$ cat src/rtl/uart_pkg.sv
// Shared types and default constants for the UART receive path.
package uart_pkg;

    typedef enum logic [2:0] {
        S_IDLE,
        S_START,
        S_DATA,
        S_PARITY,
        S_STOP,
        S_WAIT_HIGH
    } rx_state_t;

    localparam int OVS_DEF   = 16;
    localparam int DIV_W_DEF = 16;

endpackage

$ cat src/rtl/uart_baud_tick.sv
// Oversample tick generator: one-cycle tick every div+1 clocks while enabled.
module uart_baud_tick
    import uart_pkg::*;
#(
    parameter int DIV_W = DIV_W_DEF
) (
    input  logic             clk,
    input  logic             areset_n,
    input  logic             en,
    input  logic [DIV_W-1:0] div,
    output logic             tick
);

    logic [DIV_W-1:0] cnt_q, cnt_d;

    always_comb begin
        cnt_d = cnt_q;
        tick  = 1'b0;
        if (!en) begin
            cnt_d = '0;
        end else if (cnt_q == div) begin
            tick  = 1'b1;
            cnt_d = '0;
        end else begin
            cnt_d = cnt_q + DIV_W'(1);
        end
    end

    always_ff @(posedge clk or negedge areset_n) begin
        if (!areset_n) begin
            cnt_q <= '0;
        end else begin
            cnt_q <= cnt_d;
        end
    end

endmodule

$ cat src/rtl/uart_rx_ctrl.sv
// UART receiver: synchronizer, oversampling FSM, parity check and a
// single-entry ready/valid output register with overrun detection.
module uart_rx_ctrl
    import uart_pkg::*;
#(
    parameter int OVS   = OVS_DEF,
    parameter int DIV_W = DIV_W_DEF
) (
    input  logic             clk,
    input  logic             areset_n,
    input  logic             rx_in,
    input  logic [DIV_W-1:0] baud_div,
    input  logic             parity_en,
    input  logic             parity_odd,
    input  logic             rx_ready,
    output logic [7:0]       rx_data,
    output logic             rx_valid,
    output logic             frame_err,
    output logic             parity_err,
    output logic             overrun,
    output logic             busy
);

    localparam int TCNT_W = $clog2(OVS);
    localparam logic [TCNT_W-1:0] T_HALF = TCNT_W'(OVS / 2 - 1);
    localparam logic [TCNT_W-1:0] T_LAST = TCNT_W'(OVS - 1);

    rx_state_t        state_q, state_d;
    logic [1:0]       sync_q;
    logic [TCNT_W-1:0] tcnt_q, tcnt_d;
    logic [2:0]       bitcnt_q, bitcnt_d;
    logic [7:0]       shift_q, shift_d;
    logic             par_q, par_d;
    logic [DIV_W-1:0] div_l_q, div_l_d;
    logic             pen_l_q, pen_l_d;
    logic             podd_l_q, podd_l_d;
    logic [7:0]       data_q, data_d;
    logic             valid_q, valid_d;
    logic             ferr_q, ferr_d;
    logic             perr_q, perr_d;
    logic             ovr_q, ovr_d;
    logic             rxs;
    logic             tick;

    assign rxs = sync_q[1];

    uart_baud_tick #(.DIV_W(DIV_W)) u_tick (
        .clk      (clk),
        .areset_n (areset_n),
        .en       (state_q != S_IDLE),
        .div      (div_l_q),
        .tick     (tick)
    );

    always_comb begin
        state_d  = state_q;
        tcnt_d   = tcnt_q;
        bitcnt_d = bitcnt_q;
        shift_d  = shift_q;
        par_d    = par_q;
        div_l_d  = div_l_q;
        pen_l_d  = pen_l_q;
        podd_l_d = podd_l_q;
        data_d   = data_q;
        valid_d  = valid_q && !rx_ready;
        ferr_d   = 1'b0;
        perr_d   = 1'b0;
        ovr_d    = 1'b0;

        if (tick) begin
            tcnt_d = (tcnt_q == T_LAST) ? '0 : tcnt_q + TCNT_W'(1);
        end

        case (state_q)
            S_IDLE: begin
                if (!rxs) begin
                    state_d  = S_START;
                    tcnt_d   = '0;
                    div_l_d  = baud_div;
                    pen_l_d  = parity_en;
                    podd_l_d = parity_odd;
                end
            end
            S_START: begin
                // Mid start bit: a line back high here was only a glitch.
                if (tick && tcnt_q == T_HALF) begin
                    if (rxs) begin
                        state_d = S_IDLE;
                    end else begin
                        state_d  = S_DATA;
                        tcnt_d   = '0;
                        bitcnt_d = '0;
                    end
                end
            end
            S_DATA: begin
                if (tick && tcnt_q == T_LAST) begin
                    shift_d  = {rxs, shift_q[7:1]};
                    bitcnt_d = bitcnt_q + 3'd1;
                    if (bitcnt_q == 3'd7) begin
                        state_d = pen_l_q ? S_PARITY : S_STOP;
                    end
                end
            end
            S_PARITY: begin
                if (tick && tcnt_q == T_LAST) begin
                    par_d   = rxs;
                    state_d = S_STOP;
                end
            end
            S_STOP: begin
                if (tick && tcnt_q == T_LAST) begin
                    if (rxs) begin
                        state_d = S_IDLE;
                        if (pen_l_q && ((^shift_q) ^ par_q ^ podd_l_q)) begin
                            perr_d = 1'b1;
                        end else if (valid_q && !rx_ready) begin
                            ovr_d = 1'b1;
                        end else begin
                            data_d  = shift_q;
                            valid_d = 1'b1;
                        end
                    end else begin
                        ferr_d  = 1'b1;
                        state_d = S_WAIT_HIGH;
                    end
                end
            end
            S_WAIT_HIGH: begin
                if (rxs) begin
                    state_d = S_IDLE;
                end
            end
            default: state_d = S_IDLE;
        endcase
    end

    always_ff @(posedge clk or negedge areset_n) begin
        if (!areset_n) begin
            state_q  <= S_IDLE;
            sync_q   <= 2'b11;
            tcnt_q   <= '0;
            bitcnt_q <= '0;
            shift_q  <= '0;
            par_q    <= 1'b0;
            div_l_q  <= '0;
            pen_l_q  <= 1'b0;
            podd_l_q <= 1'b0;
            data_q   <= '0;
            valid_q  <= 1'b0;
            ferr_q   <= 1'b0;
            perr_q   <= 1'b0;
            ovr_q    <= 1'b0;
        end else begin
            state_q  <= state_d;
            sync_q   <= {sync_q[0], rx_in};
            tcnt_q   <= tcnt_d;
            bitcnt_q <= bitcnt_d;
            shift_q  <= shift_d;
            par_q    <= par_d;
            div_l_q  <= div_l_d;
            pen_l_q  <= pen_l_d;
            podd_l_q <= podd_l_d;
            data_q   <= data_d;
            valid_q  <= valid_d;
            ferr_q   <= ferr_d;
            perr_q   <= perr_d;
            ovr_q    <= ovr_d;
        end
    end

    assign rx_data    = data_q;
    assign rx_valid   = valid_q;
    assign frame_err  = ferr_q;
    assign parity_err = perr_q;
    assign overrun    = ovr_q;
    assign busy       = (state_q != S_IDLE);

endmodule

$ cat config.mk
export PLATFORM = sky130hd
export DESIGN_NAME = uart_rx_ctrl
export DESIGN_NICKNAME = d
export VERILOG_FILES = /design/src/rtl/uart_pkg.sv /design/src/rtl/uart_baud_tick.sv /design/src/rtl/uart_rx_ctrl.sv
export SDC_FILE = /design/constraint.sdc
export NUM_CORES = 1
export LEC_CHECK = 0
export BUFFER_PORTS_ARGS = -buffer_cell sky130_fd_sc_hd__buf_2
export CAP_MARGIN = 20
export CORE_ASPECT_RATIO = 1.5
export CORE_MARGIN = 4
export CORE_UTILIZATION = 45
export CTS_CLUSTER_DIAMETER = 50
export DETAILED_ROUTE_END_ITERATION = 12
export GPL_ROUTABILITY_DRIVEN = 0
export GPL_TIMING_DRIVEN = 0
export PLACE_DENSITY = 0.67
export SLEW_MARGIN = 20
export SYNTH_ARGS = -nofsm -noshare
export SYNTH_HDL_FRONTEND = slang
export SYNTH_SLANG_ARGS = --single-unit
$ cat constraint.sdc
create_clock -name clk -period 3.1 [get_ports clk]
set_clock_uncertainty 0.1 [all_clocks]
set_input_delay 0.155 -clock clk [delete_from_list [all_inputs] [get_ports clk]]
set_output_delay 0.155 -clock clk [all_outputs]
set_load 0.005 [all_outputs]
# Word level (Yosys, flattened, before mapping)
# Index checks and enable logic that the tools add are counted.
dict set report word_totals {
  register_bits 67
}
dict set report classes {
  bitwise 5
  n_mux 40
  eq_ne 17
  addsub 3
  n_reduce_logical 15
}
# op count
set ops {}
lappend ops {{2-to-1 mux 3 bit} 12}
lappend ops {{2-to-1 mux 16 bit} 2}
lappend ops {{2-to-1 mux 1 bit} 18}
lappend ops {{case mux 3 bit (6 select lines)} 1}
lappend ops {{adder 16 x 1 -> 16 bit (second input constant)} 1}
lappend ops {{== test 16 bit} 1}
lappend ops {{2-to-1 mux 4 bit} 4}
lappend ops {{inequality test 2 bit (second input constant)} 8}
lappend ops {{== test 3 bit (second input constant)} 3}
lappend ops {{case mux 4 bit (2 select lines)} 1}
lappend ops {{XOR reduction 8 bit} 1}
lappend ops {{AND reduction 7 bit} 1}
lappend ops {{== test 3 x 2 -> 1 bit (second input constant)} 2}
lappend ops {{case mux 3 bit (2 select lines)} 1}
lappend ops {{AND reduction 2 bit} 3}
lappend ops {{AND reduction 5 bit} 1}
lappend ops {{adder 4 x 1 -> 4 bit (second input constant)} 1}
lappend ops {{== test 4 x 3 -> 1 bit (second input constant)} 1}
lappend ops {{== test 4 bit (second input constant)} 1}
lappend ops {{logical AND 1 bit} 4}
lappend ops {{AND reduction 4 bit} 1}
lappend ops {{adder 3 x 1 -> 3 bit (second input constant)} 1}
lappend ops {{== test 3 x 1 -> 1 bit (second input constant)} 1}
lappend ops {{logical NOT 3 bit} 1}
lappend ops {{6 further kinds} 9}

# Logic depth before layout (Yosys ltp)
# Gate-level depths: netlist of the first run.
dict set report logic_depth {
  depth_word 8
  mapped_depth 7
  mapped_depth_nobuf 6
}

# Modules after synthesis
# From an unflattened synthesis of the first run, not the netlist that was laid out.
dict set report hier_totals {
  cells_unflattened 278
  area_unflattened_um2 3314.4
}
# module cells_per_inst area_each_um2 instances seq_area_each_um2
set modules_own_cells {}
lappend modules_own_cells {uart_rx_ctrl 179 2331.0 1 1278.7}
lappend modules_own_cells {uart_baud_tick 99 983.4 1 400.4}

# Worst setup path before layout of the first run
# No wires, ideal clock.
dict set report synth_timing {
  path_type {register to register}
  from {register u_tick.cnt_q[0]}
  to {register shift_q[0]}
  slack_ns 0.982
  synth_period_minus_slack_ns 2.118
  n_path_buf 1
  arrival_ns 1.894
  stages_incl_launch_ff 7
  t_required_ns 2.875
  path_cell_list {dfrtp_1 > xnor2_1 > nand4_1 > nor4_4 > and4_2 > buf_4 > mux2_2}
}
dict set report synth_via {
  elab_chain_cells 5
}
# item line_no
set synth_rtl {}
lappend synth_rtl {{start, declared} uart_baud_tick.sv:14} ;# logic [DIV_W-1:0] cnt_q, cnt_d;
lappend synth_rtl {{start signal, assigned} uart_baud_tick.sv:33} ;# cnt_q <= cnt_d;
lappend synth_rtl {{== test 16 bit} uart_baud_tick.sv:21} ;# end else if (cnt_q == div) begin
lappend synth_rtl {{2-to-1 mux 1 bit} uart_baud_tick.sv:21}
lappend synth_rtl {{2-to-1 mux 1 bit} uart_baud_tick.sv:19} ;# if (!en) begin
lappend synth_rtl {{logical AND 1 bit} uart_rx_ctrl.sv:97} ;# if (tick && tcnt_q == T_LAST) begin
lappend synth_rtl {{AND reduction 2 bit (no source line)} -}
lappend synth_rtl {{end signal, assigned} uart_rx_ctrl.sv:159} ;# shift_q <= shift_d;
lappend synth_rtl {{end, declared} uart_rx_ctrl.sv:32} ;# logic [7:0] shift_q, shift_d;
# No other way between the ends.
# A chain may end at the register's enable or synchronous reset.

# Worst setup path after layout of the first run
dict set report layout_timing {
  from {register u_tick.cnt_q[3]}
  to {register par_q}
}
dict set report layout_via {
  elab_chain_cells 5
}
# item line_no
set layout_rtl {}
lappend layout_rtl {{== test 16 bit} uart_baud_tick.sv:21}
lappend layout_rtl {{2-to-1 mux 1 bit} uart_baud_tick.sv:21}
lappend layout_rtl {{2-to-1 mux 1 bit} uart_baud_tick.sv:19}
lappend layout_rtl {{logical AND 1 bit} uart_rx_ctrl.sv:106} ;# if (tick && tcnt_q == T_LAST) begin
lappend layout_rtl {{AND reduction 2 bit (no source line)} -}
lappend layout_rtl {{end signal, assigned} uart_rx_ctrl.sv:160} ;# par_q <= par_d;
lappend layout_rtl {{end, declared} uart_rx_ctrl.sv:33} ;# logic par_q, par_d;
# No other way between the ends.

==> results of run 1 <==
## routing by layer
metal | vias up | share of wire, % | GRT usage [%]
met5 | - | 0 | 0
met4 | 0 | 2.2 | 6.53
met3 | 13 | 3.4 | 3.92
li1 | 1056 | - | -
met1 | 1048 | 42 | 17.0
met2 | 36 | 53 | 26.8
## worst max-delay path: stages, from the launching register on
cell	delay [ns]
dfrtp_1	0.45
xnor2_1	0.19
nand4_1	0.17
nor4_4	0.49
nand2_1	0.17
nor4_1	0.37
mux2_2	0.37
## repair_timing
item,in CTS,in global routing
hold endpoints to repair,84,0
buffers inserted,0,0
hold buffers,20,0
## worst max path at each step
| stage | cells after the start | slack (ns) | endpoint |
|---|---|---|---|
| 4_1_cts | 6 | 0.67 | par_q$_DFFE_PN0P_ |
| 5_1_grt | 6 | 0.52 | state_q[2]$_DFFE_PN0P_ |
| 2_1_floorplan | 6 | 0.98 | shift_q[0]$_DFFE_PN0P_ |
| 6_report | 6 | 0.68 | par_q$_DFFE_PN0P_ |
| 3_3_place_gp | 6 | 0.67 | par_q$_DFFE_PN0P_ |
| 3_5_place_dp | 6 | 0.68 | par_q$_DFFE_PN0P_ |
## cells in the final DEF, fill, tap and decap left out, drive strengths merged, types with 3 or more instances in the layout
cell | synthesis | routed
dfrtp | 65 | 65
buf | 4 | 39
mux2 | 38 | 38
nor2 | 29 | 29
xnor2 | 27 | 27
dlygate4sd3 | 0 | 20
clkbuf | 6 | 16
nand2 | 12 | 12
nand3 | 12 | 12
xor2 | 11 | 11
nand4 | 6 | 6
nor3 | 6 | 6
o21ai | 5 | 5
ha | 4 | 4
nor4 | 4 | 4
inv | 3 | 3
a22o | 3 | 3
a21oi | 3 | 3
clkinvlp | 0 | 3
clkinv | 0 | 3
## cell type report
cell class | count | area, um2
inverter | 3 | 11.3
tap | 78 | 97.6
clock buffer | 10 | 138
multi-input combinational | 185 | 1420
timing repair buffer | 55 | 400
clock inverter | 6 | 41.3
fill | 620 | 3020
sequential | 67 | 1680
buffer | 10 | 45.0
## flip-flops by register name (all words and copies together) (netlist names)
name	flops
parity_err	1
rx_data	8
sync_q	2
pen_l_q	1
div_l_q	16
par_q	1
rx_valid	1
overrun	1
shift_q	8
u_tick.cnt_q	16
tcnt_q	4
podd_l_q	1
state_q	3
bitcnt_q	3
frame_err	1
## cells by family after synthesis
kind of cell	share of synthesized area, %
multiplexers	14.2
buffers and inverters	1.78
adder cells (fa/ha/maj)	1.58
AO/OA/AOI/OAI	4.12
XOR/XNOR	11.3
flip-flops	53.2
AND/OR/NAND/NOR	13.9
## power by group through the flow
stage	clock, mW	combinational [mW]	sequential (mW)
after floorplan	0	0.0741	0.962
after global placement	0	0.112	0.973
after detailed placement	0	0.119	0.975
after CTS	0.666	0.139	0.958
after global routing	0.710	0.152	0.966
final	0.657	0.136	0.959
## stage by stage
| stage | instances | worst slack [ns] |
|---|---|---|
| CTS | 414 | 0.667 |
| detailed placement | 378 | 0.677 |
| global placement | 377 | 0.667 |
| global route | 414 | 0.521 |
| finish | 414 | 0.677 |
| floorplan | 265 | 0.982 |
==> key figures, run 1 <==
STA
  – Final setup violation count: 0
  – RSZ-0062 raised after global routing: false
  – Crit path time final: 2.42 ns
  – Period utilization: 78.2%
  – Number of max-slew violations in the final report: 0
  – WHS: 0.0427 ns
  – Final Hold Viols: 0
  – Worst-Margin Slew: 0.610 ns
  – Max frequency: 413 MHz
  – Setup TNS: 0 ns
  – Max-slew headroom: 59.3%

Power
  – Clock power frac: 37.5%
  – Cell area power density: 457 mW/mm2
  – Pwr Total: 1.75 mW
  – Worst vdd ir: 0.305 mV
  – Leak: 1.77 nW
  – Reg power frac: 54.7%
  – Combinational power share: 7.8%
  – Cell Int Power: 1.30 mW
  – Sw frac: 25.7%
  – Switch Pwr: 0.451 mW

Floorplan
  – Die area: 0.00845 mm2
  – Effective utilization at floorplan: 46.1%
  – I/O pin total: 35
  – Die H: 111 um
  – Core Area: 0.00685 mm2
  – FP Rows: 37
  – Die Wd: 76.4 um

Detailed routing
  – Wire length per cell: 14.2 um
  – Pre-antenna DRT Iters: 4
  – Post-DRT Antenna Nets: 0
  – Detailed Route Iter0 Violations: 119
  – Vias post-DR: 2153
  – Remaining routing DRC violations: 0
  – WL final: 5.86 mm
  – Vias/cell: 5.20

Yosys
  – Yosys top cell by area: dfrtp_1
  – Cell Area, Synth: 0.00316 mm2
  – Post-synthesis sequential area ratio: 53.2%
  – Top-count cell post-synth: dfrtp_1
  – Synth Flop Type: dfrtp_1
  – Net Count, Synth: 291
  – Synth cell count leaders: dfrtp_1, mux2_2, nor2_1, xnor2_1
  – Ranking of synthesized cells by area: dfrtp_1, mux2_2, xnor2_1
  – Post-synth cell types: 40
  – Post-Synthesis Cells: 265
  – Post-synth ARST share: 100%
  – Seq cells post-synth: 67
  – YS warnings: 0
  – Synth top area share: 51.5%
  – Post-synth EDFFs: 0
  – Synthesized area per cell: 11.9 um2

CTS
  – Clk slew on worst S/H paths: 0.07 ns
  – Total CTS buffers: 9
  – H-tree levels: 3
  – Cts repair resizes: 0
  – Clock Tree Root: clkbuf_8
  – Largest buffer count on any clock path: 2
  – Num Clock Sinks: 67
  – TritonCTS clock tree: built
  – Clock Latency Late Sink: 0.35 ns

Critical path
  – Critical path class: register to register
  – CP startpoint: u_tick.cnt_q[3]$_DFF_PN0_
  – CP max FO: 8
  – Setup crit start kind: register
  – FF-to-FF Start: u_tick.cnt_q[3]$_DFF_PN0_
  – Reg2reg path depth: 6
  – WP data required: 3.24 ns
  – FF-to-FF setup slack: 0.68 ns
  – CP arrival: 2.56 ns
  – RR Endpoint: par_q$_DFFE_PN0P_
  – CP endpoint kind: register

Worst hold path
  – Hold path endpoint: overrun$_DFF_PN0_
  – Hold Path Depth: 3
  – Hold Startpoint: rx_ready
  – Min-delay worst type: input pin to register

Outcome
  – Outcome: completed

Cells and area
  – Area Overhead vs Synth: 21.4%
  – Ratio of cells with drive above 1 in the final layout: 30.4%
  – Fin util: 56.0%
  – ANT cells: 0
  – Nets: 357
  – Post-route cell area: 0.00383 mm2

GRT
  – Initial antenna violation count: 0
  – Total track usage: 15.2%
  – GRT overflow: 0
  – Largest net degree at the start of global routing: 59
  – First-pass GRT wire length: 10.2 mm
  – Number of global-route vias before repair: 2214

Placed design
  – # port buffers: 34
  – Final HPWL DP: 4.15 mm
  – DP Area: 0.00346 mm2

Run
  – # Max-Cap Violations: 0
Power figures use the tool's default switching activity.
==> inputs of run 2 (changes only) <==
- clock period: 3.1 -> 2.25 ns (I/O delays scaled with it)
==> run 2 against run 1 <==
  * Fmax increased by 10%
  * Largest cell class unchanged
  * Die area unchanged
  * Cell area increased by 5.2%
  * Total power increased by 42%
  * Core utilization increased by 2.9 points
==> key figures, run 2 (synthesis results as in run 1) <==
Cells and area
  – Most frequent cells in the layout: dfrtp_1, mux2_2, buf_2
  – Commonest non-fill, non-tap cell in the layout: dfrtp_1
  – Largest regs: div_l_q (16), u_tick.cnt_q (16)
  – Area of the multi-input gates: 0.00147 mm2
  – Ratio of cells with drive above 1 in the final layout: 38.8%
  – # fillers: 595
  – Area Overhead vs Synth: 27.7%
  – FF/Latch Area: 0.00169 mm2
  – Nets: 374
  – ANT cells: 0

Power
  – Switch Pwr: 0.633 mW
  – Worst vdd ir: 0.498 mV
  – Cell area power density: 615 mW/mm2
  – Combinational power share: 10.5%
  – Reg power frac: 53.2%
  – Leak: 1.89 nW
  – Cell Int Power: 1.85 mW
  – Pwr Total: 2.48 mW
  – Sw frac: 25.5%
  – Clock power frac: 36.3%

STA
  – Period utilization: 97.8%
  – Final setup violation count: 0
  – Number of max-slew violations in the final report: 0
  – Max-slew headroom: 69.3%
  – RSZ-0062 raised after global routing: true
  – Final Hold Viols: 0
  – Worst-Margin Slew: 0.449 ns
  – Post-route setup slack: 0.0488 ns
  – Crit path time final: 2.20 ns
  – Max frequency: 454 MHz

GRT
  – Number of global-route vias before repair: 2230
  – Total track usage: 15.3%
  – Largest net degree at the start of global routing: 59
  – Initial antenna violation count: 0
  – GRT overflow: 0
  – First-pass GRT wire length: 10.3 mm

Detailed routing
  – Highest Signal Layer: met4
  – Detailed Route Iter0 Violations: 102
  – Pre-antenna DRT Iters: 4
  – Wire length per cell: 14.1 um
  – WL final: 6.10 mm
  – Vias/cell: 5.14
  – DR WL met2: 3.25 mm
  – Vias post-DR: 2215
  – Detail Route met3 WL: 209 um
  – Met1 Wirelength: 2.51 mm
  – Post-DRT Antenna Nets: 0
  – Remaining routing DRC violations: 0

Run
  – # Max-Cap Violations: 0

CTS
  – Clk slew on worst S/H paths: 0.08 ns
  – Clock Latency Late Sink: 0.35 ns
  – Largest buffer count on any clock path: 2
  – Clock Tree Root: clkbuf_8
  – Num Clock Sinks: 67
  – TritonCTS clock tree: built
  – H-tree levels: 3
  – Total CTS buffers: 9

Floorplan
  – Die Wd: 76.4 um
  – Core Area: 0.00685 mm2
  – I/O pin total: 35
  – Die area: 0.00845 mm2
  – FP Rows: 37
  – Die H: 111 um
  – Effective utilization at floorplan: 46.1%

Placed design
  – # port buffers: 34
  – Final HPWL DP: 4.15 mm
  – Placement Setup Slack: -0.173 ns

Outcome
  – Outcome: completed

Critical path
  – Critical path class: register to register
  – CP endpoint kind: register
  – FF-to-FF Start: u_tick.cnt_q[1]$_DFF_PN0_
  – WP data required: 2.39 ns
  – CP max FO: 10
  – Reg2reg path depth: 7
  – FF-to-FF setup slack: 0.05 ns
  – CP arrival: 2.34 ns
  – Setup crit start kind: register
  – RR Endpoint: shift_q[0]$_DFFE_PN0P_

Worst hold path
  – Hold path endpoint: overrun$_DFF_PN0_
  – Hold Path Depth: 3
  – Hold Startpoint: rx_ready
  – Min-delay worst type: input pin to register
-- run 2: cell types whose count changed in the layout (fill, tap and decap cells not counted), sizes merged --
cell	change
buf	+17
-- run 2: per-layer routing --
layer	vias up	global-route usage [%]
li1	1085	-
met1	1081	17.3
met2	37	26.8
met3	12	3.92
met4	0	6.53
met5	-	0
-- run 2: what timing repair did --
action	in CTS	in global routing
pin swaps	4	6
resized for setup	6	16
hold endpoints to repair	84	0
hold buffers	20	0
setup endpoints to repair	30	49
buffers inserted	2	16
-- run 2: how the worst max path moves through the flow --
stage | from | end | slack (ns) | cells past startpoint
floorplan | u_tick.cnt_q[0]$_DFF_PN0_ | shift_q[0]$_DFFE_PN0P_ | 0.13 | 6
global placement | u_tick.cnt_q[10]$_DFF_PN0_ | par_q$_DFFE_PN0P_ | -0.18 | 6
detailed placement | u_tick.cnt_q[10]$_DFF_PN0_ | par_q$_DFFE_PN0P_ | -0.17 | 6
CTS | u_tick.cnt_q[8]$_DFF_PN0_ | shift_q[0]$_DFFE_PN0P_ | 0.00008 | 7
global route | u_tick.cnt_q[9]$_DFF_PN0_ | shift_q[1]$_DFFE_PN0P_ | -0.06 | 7
finish | u_tick.cnt_q[1]$_DFF_PN0_ | shift_q[0]$_DFFE_PN0P_ | 0.05 | 7
-- run 2: power by group through the flow --
stage | Clock (mW) | Combinational, mW | Sequential (mW)
2_1_floorplan | 0 | 0.102 | 1.33
3_3_place_gp | 0 | 0.155 | 1.34
3_5_place_dp | 0 | 0.164 | 1.34
4_1_cts | 0.918 | 0.197 | 1.33
5_1_grt | 0.977 | 0.287 | 1.33
6_report | 0.901 | 0.262 | 1.32
-- run 2: final cells by class --
type                    count  share of cell area (%)
plain buffers               9                    1.24
clock buffers              10                    3.41
well taps                  78                    2.42
repair buffers             73                    13.3
inverters                   3                   0.279
clock inverters             6                    1.02
multi-input cells         185                    36.4
flip-flops and latches     67                    41.9
-- run 2: worst max-delay path, stage by stage (launching register included) --
cell	delay, ns
dfrtp_2	0.45
xnor2_1	0.15
nand4_1	0.15
nor4_4	0.28
buf_4	0.19
and4_2	0.27
buf_6	0.16
mux2_2	0.34
-- run 2: through the flow --
step	std cells	TNS [ns]	instance area [um2]	util, %	hold WS, ns
5_1_grt	431	-0.879	4030	58.9	0.0230
4_1_cts	416	0	3870	56.6	0.00181
6_report	431	0	4030	58.9	0.00525
3_5_place_dp	378	-3.25	3460	50.4	-0.138
3_3_place_gp	377	-3.29	3430	50.0	0.120
2_1_floorplan	265	0	3160	-	-0.283
==> inputs of run 3 (changes only) <==
- PLACE_DENSITY: 0.67 -> 0.69
- clock period: 2.25 -> 1.9 ns (I/O delays scaled with it)
==> run 3 against run 2 <==
  * The flow now finishes with violations (negative setup slack)
  * Sequential share of layout area fell by 2.8 points
  * Global-route usage rose by 1.3 points
  * Cell count rose by 0.23%
  * Clock power rose by 53%
  * Via count rose by 4.9%
  * Worst hold slack improved by 0.0082 ns
  * Setup slack got worse by 0.38 ns
  * Core utilization rose by 4.0 points
  * First-iteration DRC count fell by 15%
  * Total power rose by 29%
  * Non-clock buffer count rose by 1
  * Critical path type unchanged
==> key figures, run 3 (synthesis results as in run 1) <==
Power
  – Reg power frac: 48.3%
  – Sw frac: 23.3%
  – Switch Pwr: 0.747 mW
  – Pwr Total: 3.21 mW
  – Clock power frac: 43.0%
  – Cell area power density: 746 mW/mm2
  – Worst vdd ir: 0.428 mV
  – Cell Int Power: 2.47 mW
  – Leak: 1.95 nW
  – Combinational power share: 8.7%

Cells and area
  – Area Overhead vs Synth: 36.4%
  – Ratio of cells with drive above 1 in the final layout: 42.9%
  – ANT cells: 0
  – # fillers: 541
  – Finished Layout Cells: 432
  – Commonest non-fill, non-tap cell in the layout: dfrtp_1
  – Fin util: 62.9%
  – Nets: 375
  – Post-route cell area: 0.00431 mm2
  – Most frequent cells in the layout: dfrtp_1, buf_2, mux2_2
  – Largest regs: div_l_q (16), u_tick.cnt_q (16)

Floorplan
  – Core Area: 0.00685 mm2
  – Effective utilization at floorplan: 46.1%
  – Die area: 0.00845 mm2
  – Die H: 111 um
  – Die Wd: 76.4 um
  – I/O pin total: 35
  – FP Rows: 37

Critical path
  – Setup crit start kind: register
  – WP data required: 2.04 ns
  – CP max FO: 6
  – CP endpoint kind: register
  – CP arrival: 2.37 ns
  – Critical path class: register to register

CTS
  – Clock Latency Late Sink: 0.35 ns
  – TritonCTS clock tree: built
  – Num Clock Sinks: 67
  – Total CTS buffers: 9
  – H-tree levels: 3
  – Clock Tree Root: clkbuf_8
  – Clk slew on worst S/H paths: 0.08 ns
  – Largest buffer count on any clock path: 2

STA
  – Max frequency: 449 MHz
  – Final setup violation count: 29
  – Post-route setup slack: -0.328 ns
  – RSZ-0062 raised after global routing: true
  – Period utilization: 117%
  – Final Hold Viols: 0
  – Setup TNS: -6.75 ns
  – Number of max-slew violations in the final report: 0
  – WHS: 0.0134 ns
  – Crit path time final: 2.23 ns
  – Max-slew headroom: 70.2%
  – Worst-Margin Slew: 0.445 ns

Placed design
  – Placed insts: 378
  – Placement Setup Slack: -0.519 ns
  – DP Area: 0.00348 mm2
  – Final HPWL DP: 4.29 mm
  – # port buffers: 34

Detailed routing
  – Met1 Wirelength: 2.57 mm
  – Detail Route met3 WL: 254 um
  – Vias/cell: 5.38
  – Wire length per cell: 15.7 um
  – Remaining routing DRC violations: 0
  – Post-DRT Antenna Nets: 0
  – DR WL met2: 3.74 mm
  – Pre-antenna DRT Iters: 4
  – Vias post-DR: 2323
  – WL final: 6.77 mm
  – Highest Signal Layer: met4
  – Detailed Route Iter0 Violations: 87

GRT
  – Number of global-route vias before repair: 2385
  – GRT overflow: 0
  – Initial antenna violation count: 0
  – Largest net degree at the start of global routing: 38
  – Total track usage: 16.6%
  – First-pass GRT wire length: 11.0 mm

Worst hold path
  – Min-delay worst type: input pin to register

Outcome
  – Failing checks: negative setup slack
  – Outcome: complete, but fails checks

Run
  – # Max-Cap Violations: 0
-- run 3: power groups by stage --
stage	Combinational, mW	Sequential [mW]	Clock, mW
finish	0.278	1.55	1.38
global route	0.311	1.56	1.48
floorplan	0.121	1.57	0
CTS	0.254	1.55	1.41
global placement	0.181	1.59	0
detailed placement	0.191	1.59	0
-- run 3: per-layer routing --
layer / track usage [%] / up-vias
li1: - / 1090
met1: 17.8 / 1166
met2: 30.0 / 48
met3: 4.49 / 19
met4: 7.26 / 0
met5: 0 / -
-- run 3: critical path, cell delays in order (launching register included) --
cell	delay (ns)
dfrtp_1	0.42
xnor2_1	0.19
nand4_1	0.20
nor4_4	0.30
buf_6	0.17
and4_4	0.31
buf_8	0.14
mux2_4	0.30
-- run 3: layout make-up --
cell class	instances	area, um2	share of cell area, %
inverter	3	11.3	0.261
buffer	7	53.8	1.25
timing repair buffer	76	611	14.2
clock buffer	11	151	3.51
clock inverter	5	83.8	1.95
multi-input combinational	185	1620	37.5
sequential	67	1680	39.1
tap	78	97.6	2.26
-- run 3: worst paths after layout --
kind	startpoint	to	slack, ns	depth (start not counted)
setup / recovery	div_l_q[10]$_DFFE_PN0P_	shift_q[6]$_DFFE_PN0P_	-0.33	7
hold / removal	rx_ready	overrun$_DFF_PN0_	0.01	3
setup reg to reg	div_l_q[10]$_DFFE_PN0P_	shift_q[6]$_DFFE_PN0P_	-0.33	7
hold reg to reg	sync_q[0]$_DFF_PN1_	sync_q[1]$_DFF_PN1_	0.25	0
max in group asynchronous	areset_n	u_tick.cnt_q[3]$_DFF_PN0_	1.05	3
min in group asynchronous	areset_n	state_q[1]$_DFFE_PN0P_	0.11	2
-- run 3: what timing repair did --
action	CTS	global route
cloned	2	1
hold endpoints to repair	86	0
gates resized for setup	21	42
setup endpoints to repair	64	63
pin swaps	8	16
hold buffers	20	0
buffers inserted	14	5
